## src/rtl/pwl_tanh_pipe.sv

```systemverilog
// Pipelined piecewise-linear tanh for the p-bit datapath.
// Stage 1 scales the input by 2^beta_shift and clamps it to [-4, 4).
// Stage 2 selects a linear segment and produces a signed Q1.(OUT_BITS-1) result.
// Both stages use valid/ready flow control; throughput is one sample per cycle.
module pwl_tanh_pipe #(
  parameter int unsigned IN_W     = 6,
  parameter int unsigned IN_FRAC  = 2,
  parameter int unsigned OUT_BITS = 8,
  parameter int unsigned BETA_W   = 2
) (
  input  logic                clk,
  input  logic                rst_n,
  input  logic                in_valid,
  output logic                in_ready,
  input  logic [IN_W-1:0]     in_data,
  input  logic [BETA_W-1:0]   beta_shift,
  output logic                out_valid,
  input  logic                out_ready,
  output logic [OUT_BITS-1:0] out_data
);

  // Clamped x carries 3 integer bits (sign + range [-4, 4)).
  localparam int unsigned CW  = IN_FRAC + 3;
  localparam int unsigned SW  = IN_W + 2**BETA_W - 1;
  localparam int unsigned XW  = (SW > CW) ? SW : CW + 1;
  // Two guard bits hold |x| up to 4 once aligned to OUT_BITS-1 fractional bits.
  localparam int unsigned W2  = OUT_BITS + 2;
  localparam int unsigned ASH = OUT_BITS - 1 - IN_FRAC;

  if (OUT_BITS < IN_FRAC + 3) begin : g_bad_cfg
    $fatal(1, "pwl_tanh_pipe: OUT_BITS must be >= IN_FRAC+3");
  end

  localparam logic signed [XW-1:0] CMAX   = XW'(2**(CW-1) - 1);
  localparam logic signed [XW-1:0] CMIN   = ~CMAX;
  localparam logic [CW-1:0]        CMAX_C = {1'b0, {(CW-1){1'b1}}};
  localparam logic [CW-1:0]        CMIN_C = {1'b1, {(CW-1){1'b0}}};

  localparam logic signed [W2-1:0] QTR  = W2'(2**(OUT_BITS-3));
  localparam logic signed [W2-1:0] HALF = W2'(2**(OUT_BITS-2));
  localparam logic signed [W2-1:0] ONE  = W2'(2**(OUT_BITS-1));
  localparam logic signed [W2-1:0] TWO  = W2'(2**OUT_BITS);
  localparam logic signed [W2-1:0] NHALF = -HALF;
  localparam logic signed [W2-1:0] NONE  = -ONE;
  localparam logic signed [W2-1:0] NTWO  = -TWO;

  // Symmetric saturation: the most negative code is never produced.
  localparam logic [OUT_BITS-1:0] SAT_P = {1'b0, {(OUT_BITS-1){1'b1}}};
  localparam logic [OUT_BITS-1:0] SAT_N = {1'b1, {(OUT_BITS-2){1'b0}}, 1'b1};

  logic                    s1_valid;
  logic [CW-1:0]           s1_x;
  logic [CW-1:0]           s1_x_d;
  logic                    s1_advance;
  logic signed [XW-1:0]    xw;
  logic signed [XW-1:0]    xs;
  logic signed [W2-1:0]    xa;
  logic [OUT_BITS-1:0]     out_d;

  // Output stage can take a new value when empty or when its value is leaving.
  assign s1_advance = !out_valid || out_ready;
  assign in_ready   = !s1_valid || s1_advance;

  // Stage 1 combinational: widen, scale by beta, clamp to the representable range.
  always_comb begin
    xw     = $signed({{(XW-IN_W){in_data[IN_W-1]}}, in_data});
    xs     = xw <<< beta_shift;
    s1_x_d = xs[CW-1:0];
    if (xs > CMAX) begin
      s1_x_d = CMAX_C;
    end else if (xs < CMIN) begin
      s1_x_d = CMIN_C;
    end
  end

  // Stage 2 combinational: align x to the output fraction, then pick a segment.
  always_comb begin
    xa    = $signed({{(W2-CW){s1_x[CW-1]}}, s1_x}) <<< ASH;
    out_d = xa[OUT_BITS-1:0];
    if (xa >= TWO) begin
      out_d = SAT_P;
    end else if (xa <= NTWO) begin
      out_d = SAT_N;
    end else if (xa >= ONE) begin
      out_d = OUT_BITS'((xa >>> 2) + HALF);
    end else if (xa <= NONE) begin
      out_d = OUT_BITS'((xa >>> 2) - HALF);
    end else if (xa >= HALF) begin
      out_d = OUT_BITS'((xa >>> 1) + QTR);
    end else if (xa <= NHALF) begin
      out_d = OUT_BITS'((xa >>> 1) - QTR);
    end
  end

  // Stage 1 register: capture the clamped sample whenever the stage can accept.
  always_ff @(posedge clk or negedge rst_n) begin
    if (!rst_n) begin
      s1_valid <= 1'b0;
      s1_x     <= '0;
    end else if (in_ready) begin
      s1_valid <= in_valid;
      if (in_valid) begin
        s1_x <= s1_x_d;
      end
    end
  end

  // Output register: hold while stalled, otherwise take stage 1's result.
  always_ff @(posedge clk or negedge rst_n) begin
    if (!rst_n) begin
      out_valid <= 1'b0;
      out_data  <= '0;
    end else if (s1_advance) begin
      out_valid <= s1_valid;
      if (s1_valid) begin
        out_data <= out_d;
      end
    end
  end

endmodule

```

## config.mk

```make
export PLATFORM = sky130hd
export DESIGN_NAME = pwl_tanh_pipe
export DESIGN_NICKNAME = d
export VERILOG_FILES = /design/src/rtl/pwl_tanh_pipe.sv
export SDC_FILE = /design/constraint.sdc
export NUM_CORES = 1
export LEC_CHECK = 0
export CORE_UTILIZATION = 55
export CTS_BUF_LIST = sky130_fd_sc_hd__clkbuf_2
export CTS_CLUSTER_DIAMETER = 120
export DETAILED_ROUTE_END_ITERATION = 6
export PLACE_DENSITY_LB_ADDON = 0.12
export SLEW_MARGIN = 30
export SYNTH_ARGS = -nofsm -noshare
export SYNTH_HDL_FRONTEND = slang
export SYNTH_SLANG_ARGS = --single-unit
export TNS_END_PERCENT = 50
```

## constraint.sdc

```tcl
create_clock -name clk -period 4.3 [get_ports clk]
set_clock_uncertainty 0.2 [all_clocks]
set_input_delay 0.86 -clock clk [delete_from_list [all_inputs] [get_ports clk]]
set_output_delay 0.86 -clock clk [all_outputs]
set_load 0.005 [all_outputs]
```

# ---- Word level (Yosys, flattened, before mapping)
# Cells that the tools add are included.
dict set report classes {
  n_shift 1
  n_mux 8
  n_addsub 4
  order_cmp 8
  n_reduce_logical 6
}
# cell n
set ops {}
lappend ops {{two-way mux 8 bit} 6}
lappend ops {{greater-or-equal comparator 10 bit, second input constant} 1}
lappend ops {{greater-or-equal comparator 10 x 8 -> 1 bit, second input constant} 1}
lappend ops {{greater-or-equal comparator 10 x 9 -> 1 bit, second input constant} 1}
lappend ops {{less-or-equal comparator 10 x 7 -> 1 bit, second input constant} 1}
lappend ops {{less-or-equal comparator 10 x 8 -> 1 bit, second input constant} 1}
lappend ops {{less-or-equal comparator 10 x 9 -> 1 bit, second input constant} 1}
lappend ops {{two-way mux 5 bit} 2}
lappend ops {{greater-than comparator 9 x 5 -> 1 bit, second input constant} 1}
lappend ops {{less-than comparator 9 x 5 -> 1 bit, second input constant} 1}
lappend ops {{<<< shifter 6 x 2 -> 9 bit} 1}
lappend ops {{adder 8 x 7 -> 8 bit, second input constant} 1}
lappend ops {{adder 8 bit, second input constant} 1}
lappend ops {{subtractor 8 x 7 -> 8 bit, second input constant} 1}
lappend ops {{subtractor 8 bit, second input constant} 1}
lappend ops {{AND reduction 2 bit} 2}
lappend ops {{logical NOT 1 bit} 2}
lappend ops {{logical OR 1 bit} 2}
dict set report word_totals {
  out_inout_bits 10
  reg_bits 15
  wordCells 31
}

# ---- Logic depth before layout (Yosys ltp)
# Gate-level depths: netlist (run 1).
dict set report depth {
  ltp_word 7
  ltp_mapped 8
}

# ---- Least setup slack after synthesis (run 1)
# Ideal clock, no wire load.
dict set report synth_path {
  path_type {input -> output}
  startpoint {in out_ready}
  endpoint {out in_ready}
  arrival_ps 1034
  stages 1
  slack_ps 2206
  n_path_buf 0
  required_time_ps 3240
  cell_sequence {nand3b_1}
}
dict set report synth_via {
  elab_chain_len 2
}
# item line_no
set synth_rtl {}
lappend synth_rtl {{start: declaration} 18} ;# input logic out_ready,
lappend synth_rtl {{logical OR 1 bit} 61} ;# assign s1_advance = !out_valid || out_ready;
lappend synth_rtl {{logical OR 1 bit} 62} ;# assign in_ready = !s1_valid || s1_advance;
lappend synth_rtl {{end: declaration} 14} ;# output logic in_ready,
# Every way passes these cells.

# ---- Final worst setup path (run 1)
# Ends and elaborated chain as after synthesis.

==> results of run 1 <==
[layer usage]
metal | vias to the layer above | global-route usage, %
met2 | 14 | 43.01
li1 | 525 | -
met1 | 480 | 32.79
met5 | - | 0
met3 | 2 | 5.660
met4 | 0 | 5.143
[kinds of logic (layout without fill, tap and decap cells)]
kind of cell	after synthesis	count (layout)	share of synthesized area, %
DFF	14	14	30.87
muxes	2	2	1.764
AOI/OAI and AO/OA	49	49	28.01
xor gates and xnor gates	2	2	1.544
adders and majority gates	8	8	8.821
and+or+nand+nor	44	44	22.82
buffers and inverters	13	30	6.174
[layout make-up]
type / count / area [µm²] / share of cell area (%)
clock buffer: 3 / 15.01 / 1.115
clock inverter: 1 / 3.754 / 0.2788
inverter: 5 / 18.77 / 1.394
multi-input combinational: 105 / 714.4 / 53.07
sequential: 14 / 350.3 / 26.02
tap: 27 / 33.78 / 2.509
timing repair buffer: 21 / 210.2 / 15.61
[worst max-delay path: cells and delay by family]
family,cells,cell delay (ns)
buffers and inverters,2,0.98
and+or+nand+nor,1,0.14
[state kept, by name, indices dropped and copies added, names as in the netlist]
register,cells
out_data,7
out_valid,1
s1_valid,1
s1_x,5
[metrics by stage]
stage / cell area (µm²) / cells
CTS: 1346 / 176
global route: 1346 / 176
floorplan: 1135 / 132
finish: 1346 / 176
detailed placement: 1328 / 172
global placement: 1328 / 172
[worst min-delay path by stage]
stage,from,end,cells past startpoint
floorplan,s1_valid$_DFFE_PN0N_,out_valid$_DFFE_PN0P_,1
global placement,s1_valid$_DFFE_PN0N_,out_valid$_DFFE_PN0P_,1
detailed placement,s1_valid$_DFFE_PN0N_,out_valid$_DFFE_PN0P_,1
CTS,s1_valid$_DFFE_PN0N_,out_valid$_DFFE_PN0P_,1
global route,s1_valid$_DFFE_PN0N_,out_valid$_DFFE_PN0P_,1
finish,s1_valid$_DFFE_PN0N_,out_valid$_DFFE_PN0P_,1
[cells in the final DEF, fill, tap and decap left out, types with 2 or more instances in the layout]
cell type / netlist / final
ha_1: 8 / 8
a211oi_1: 2 / 2
clkdlybuf4s50_1: 0 / 21
inv_1: 5 / 5
mux2i_1: 2 / 2
nor2b_1: 2 / 2
nand2_1: 6 / 6
nor3_1: 2 / 2
a31oi_1: 5 / 5
a21boi_0: 4 / 4
o21ai_0: 7 / 7
clkbuf_2: 0 / 3
nand3b_1: 3 / 3
nand2b_1: 6 / 6
a21o_2: 2 / 2
dfrtp_1: 14 / 14
and2_1: 4 / 4
a21oi_1: 17 / 17
o21ai_1: 2 / 2
nor2_1: 10 / 10
[power groups by stage]
stage	sequential, W	clock [W]	combinational (W)
3_5_place_dp	0.000194	0	0.000222
4_1_cts	0.000191	0.0000673	0.000223
2_1_floorplan	0.000184	0	0.000146
3_3_place_gp	0.000192	0	0.000211
6_report	0.000192	0.0000672	0.000223
5_1_grt	0.000196	0.0000722	0.000250
==> reports/results.ini, run 1 <==
[outcome]
status=finished with violations
violations=DRC

[clock_network]
cts.hold.buffers_added=0
clk_pin_slew_ns=0.14
cts_setup_buffers=0
cts-resized-gates=0
clock-sinks=14
numCtsBuffers=3
cts_tree=yes
root_buffer=clkbuf_2
cts_max_level=1
clockBufferDepth=2
clkLatencyLatePin_ns=0.29

[setup_path]
worstSetupStartpointType=primary input
arrival_ns=1.97
crit_type=primary input to primary output
max_stage_delay_ns=0.51
cp_cell_sequence=clkdlybuf4s50_1 -> nand3b_1 -> clkdlybuf4s50_1
cp_slowest_cell=clkdlybuf4s50_1
r2r_end=out_data[7]$_DFFE_PN0P_
required_ns=3.24
reg2reg_depth=7
worst_setup_path_end_kind=primary output
crit_end=in_ready
r2r-start=s1_x[3]$_DFFE_PN0P_
worst_path_most_repeated_cell=clkdlybuf4s50_1
rrSetupSlack_ns=1.89
crit_fanout=3
crit_start=out_ready

[logic_synthesis]
yosys_register_bits=14
synth_nets=152
ys_seq_area_share_pct=30.87
syn-mean-instance-area_um2=8.597
yosys-top-cells-area=dfrtp_1 31%, ha_1 8.8%, a21oi_1 7.5%
synth_most_common_cell=a21oi_1
ys_top_cells_by_count=17 x a21oi_1, 14 x dfrtp_1, 10 x nor2_1
synth_top_area_share_pct=30.87
synth_edf_count=0
synth.distinct_cells=45
netlist_instances=132
synthesis.area_um2=1135
synth-warning-count=0
synth.largest_area_cell=dfrtp_1
async_flop_share_pct=100.0
ys.flop_type=dfrtp_1

[floorplan]
coreArea_um2=1942
die_h_um=47.43
io_pins=22
dieArea_um2=2249
dieWidth_um=47.43
start_util_pct=58.44
row_count=16

[global_routing]
first_global_vias=887
overflow=0
track_usage_pct=25.24
grt_max_degree=15
grt_pass1_wl_um=3912
antenna_found_initial=0

[timing]
fin_ws_ns=1.270
timing.fmax_mhz=330.0
period_share_pct=70.47
min_period_ns=3.030
slew_violations=0
timing.setup.tns_ns=0
rsz0062_at_grt=no
finalSetupViolCount=0
finalHoldViolCount=0
tightest_slew_ns=0.6358
relSlewSlack_pct=57.48
holdWs_ns=0.3123

[flow_run]
maxCapViolCount=0

[route]
vias_per_cell=5.801
ant_nets=0
drc=1
met2_wirelength_um=1294
dr_wl_met3_um=66
drt-met1-wl_um=1079
vias=1021
top_layer_used=met4
wl_per_cell_um=13.95
wl_um=2456
drt_iter0_markers=12
first_pass_iters=6

[power_and_ir_drop]
p_per_area_nw_per_um2=358.0
pwr-share-comb_pct=46.2
vdd_drop_max_v=0.0002256
power.internal_w=0.0002964
seqPwrFrac_pct=39.9
p_leak_nw=0.5469
total_power_w=0.0004819
swShare_pct=38.50
p_switching_w=0.0001855
pwr-share-clk_pct=13.9

[layout]
drive_above_1_share_pct=6.711
antenna_cells=0
area_growth_pct=18.63
nNetsFinal=170
n_fill_cell=163
final_util_pct=69.33

[min_path]
hp-class=register to register

[placed_design]
portBuffers=21
place_congestion=0.8534
dpl.hpwl_um=1888
pre_cts_ws_ns=1.269

Power figures use the tool's default switching activity.
==> run 2: changes to the inputs <==
- CORE_UTILIZATION: 55 -> 48
- clock period: 4.3 -> 2.6 ns (I/O delays scaled with it)
==> run 2 against run 1 <==
- the run now ends clean
- via count rose by 0.49%
- cell count rose by 1.1%
- register-to-register slack got worse by 1.7 ns
- critical path type is now register to register
- largest power group unchanged
==> reports/results.ini, run 2 (synthesis results as in run 1) <==
[setup_path]
rrSetupSlack_ns=0.20
crit_fanout=10
r2r_end=out_data[6]$_DFFE_PN0P_
worst_setup_path_end_kind=register
required_ns=2.56
reg2reg_depth=7
crit_type=register to register
r2r-start=s1_x[1]$_DFFE_PN0P_
worstSetupStartpointType=register
arrival_ns=2.36

[floorplan]
start_util_pct=51.30
die_h_um=50.63
dieWidth_um=50.63
dieArea_um2=2563
coreArea_um2=2212
io_pins=22
row_count=17

[min_path]
hp-class=register to register
hold_start=out_data[7]$_DFFE_PN0P_
worstHoldPathCells=2
whs_endpoint=out_data[7]$_DFFE_PN0P_

[timing]
slew_violations=0
rsz0062_at_grt=no
tightest_slew_ns=0.6380
timing.fmax_mhz=416.7
finalHoldViolCount=0
finalSetupViolCount=0
relSlewSlack_pct=57.33
timing.setup.tns_ns=0
min_period_ns=2.400
period_share_pct=92.31

[layout]
nNetsFinal=171
antenna_cells=0
layout_common_cells=21 x clkdlybuf4s50_1, 17 x a21oi_1, 13 x dfrtp_1
final_common_cell=clkdlybuf4s50_1
area_growth_pct=19.51
drive_above_1_share_pct=8.000
n_fill_cell=214
multi_input_area_um2=714.4
largest-register=out_data
largest_reg_flops=7
top_regs=out_data (7), s1_x (5)
seq_area_um2=351.6
final_util_pct=61.31

[global_routing]
first_global_vias=926
overflow=0
track_usage_pct=20.51
grt_pass1_wl_um=3912
antenna_found_initial=0
grt_max_degree=15

[power_and_ir_drop]
pwr-share-comb_pct=46.8
p_per_area_nw_per_um2=579.9
seqPwrFrac_pct=39.9
p_leak_nw=0.5504
pwr-share-clk_pct=13.3
swShare_pct=37.34
p_switching_w=0.0002937
vdd_drop_max_v=0.0004645
power.internal_w=0.0004929

[outcome]
status=complete, no violations

[route]
wl_um=2382
first_pass_iters=4
ant_nets=0
wl_per_cell_um=13.38
vias=1026
drc=0
drt_iter0_markers=4
vias_per_cell=5.764

[clock_network]
clk_pin_slew_ns=0.14
clkLatencyLatePin_ns=0.28
clockBufferDepth=2
cts_setup_buffers=0
root_buffer=clkbuf_2
clock-sinks=14
cts_tree=yes
cts_max_level=1
numCtsBuffers=3

[placed_design]
portBuffers=21
place_congestion=0.8532
dpl.hpwl_um=1870

[flow_run]
maxCapViolCount=0

-- run 2: changes by cell type in the layout (fill, tap and decap cells not counted), sizes merged --
cell	previous run	this run
buf	0	1
-- run 2: final cells by class --
class | count | area share, %
Multi-Input combinational cell | 105 | 52.68
Sequential cell | 14 | 25.92
Timing Repair Buffer | 22 | 16.05
Tap cell | 28 | 2.583
Inverter | 5 | 1.384
Clock buffer | 3 | 1.107
Clock inverter | 1 | 0.2768
-- run 2: metrics by stage --
| stage | cell area [µm²] | instances | worst slack (ns) | hold slack (ns) | total power, W |
|---|---|---|---|---|---|
| floorplan | 1135 | 132 | 0.5163 | 0.02441 | 0.0005458 |
| global placement | 1336 | 174 | 0.2480 | 0.2754 | 0.0006724 |
| detailed placement | 1336 | 174 | 0.2006 | 0.2936 | 0.0006850 |
| CTS | 1355 | 178 | 0.1491 | 0.3279 | 0.0007912 |
| global route | 1356 | 178 | 0.04149 | 0.3652 | 0.0008485 |
| finish | 1356 | 178 | 0.2000 | 0.3192 | 0.0007866 |
-- run 2: power by group through the flow --
stage	clock, W	combinational (W)	sequential [W]
6_report	0.000104	0.000368	0.000314
5_1_grt	0.000117	0.000408	0.000323
4_1_cts	0.000108	0.000368	0.000315
3_5_place_dp	0	0.000366	0.000319
3_3_place_gp	0	0.000357	0.000316
2_1_floorplan	0	0.000241	0.000305
-- run 2: routing by layer --
layer  share of wire [%]  global-route usage [%]  vias up
met4                 1.2                   5.556        0
met3                 2.9                   5.455        4
met1                  44                   22.93      482
met5                   0                       0        -
met2                  51                   37.78       19
li1                    -                       -      521
-- run 2: how the worst max path moves through the flow --
stage / start / end / slack [ns]
after floorplan: s1_x[1]$_DFFE_PN0P_ / out_data[6]$_DFFE_PN0P_ / 0.52
after global placement: s1_x[2]$_DFFE_PN0P_ / out_data[6]$_DFFE_PN0P_ / 0.25
after detailed placement: s1_x[4]$_DFFE_PN0P_ / out_data[6]$_DFFE_PN0P_ / 0.20
after CTS: s1_x[4]$_DFFE_PN0P_ / out_data[6]$_DFFE_PN0P_ / 0.15
after global routing: s1_x[1]$_DFFE_PN0P_ / out_data[6]$_DFFE_PN0P_ / 0.04
final: s1_x[1]$_DFFE_PN0P_ / out_data[6]$_DFFE_PN0P_ / 0.20
-- run 2: what timing repair did --
item / CTS / global route
hold buffers: 0 / 0
gates resized for setup: 0 / 2
endpoints found under the setup margin: 0 / 1
-- run 2: worst max-delay path, stage by stage (launching register included) --
cell and delay [ns]:
dfrtp_1 0.60, inv_1 0.11, ha_1 0.25, nand2b_1 0.17, a21oi_1 0.31, a21boi_0 0.15
nor4b_1 0.36, o21ai_1 0.12
==> run 3: changes to the inputs <==
- TNS_END_PERCENT: 50 -> 5
==> results of run 3 <==
No change in the layout: final DEF, timing and power equal those of run 2.
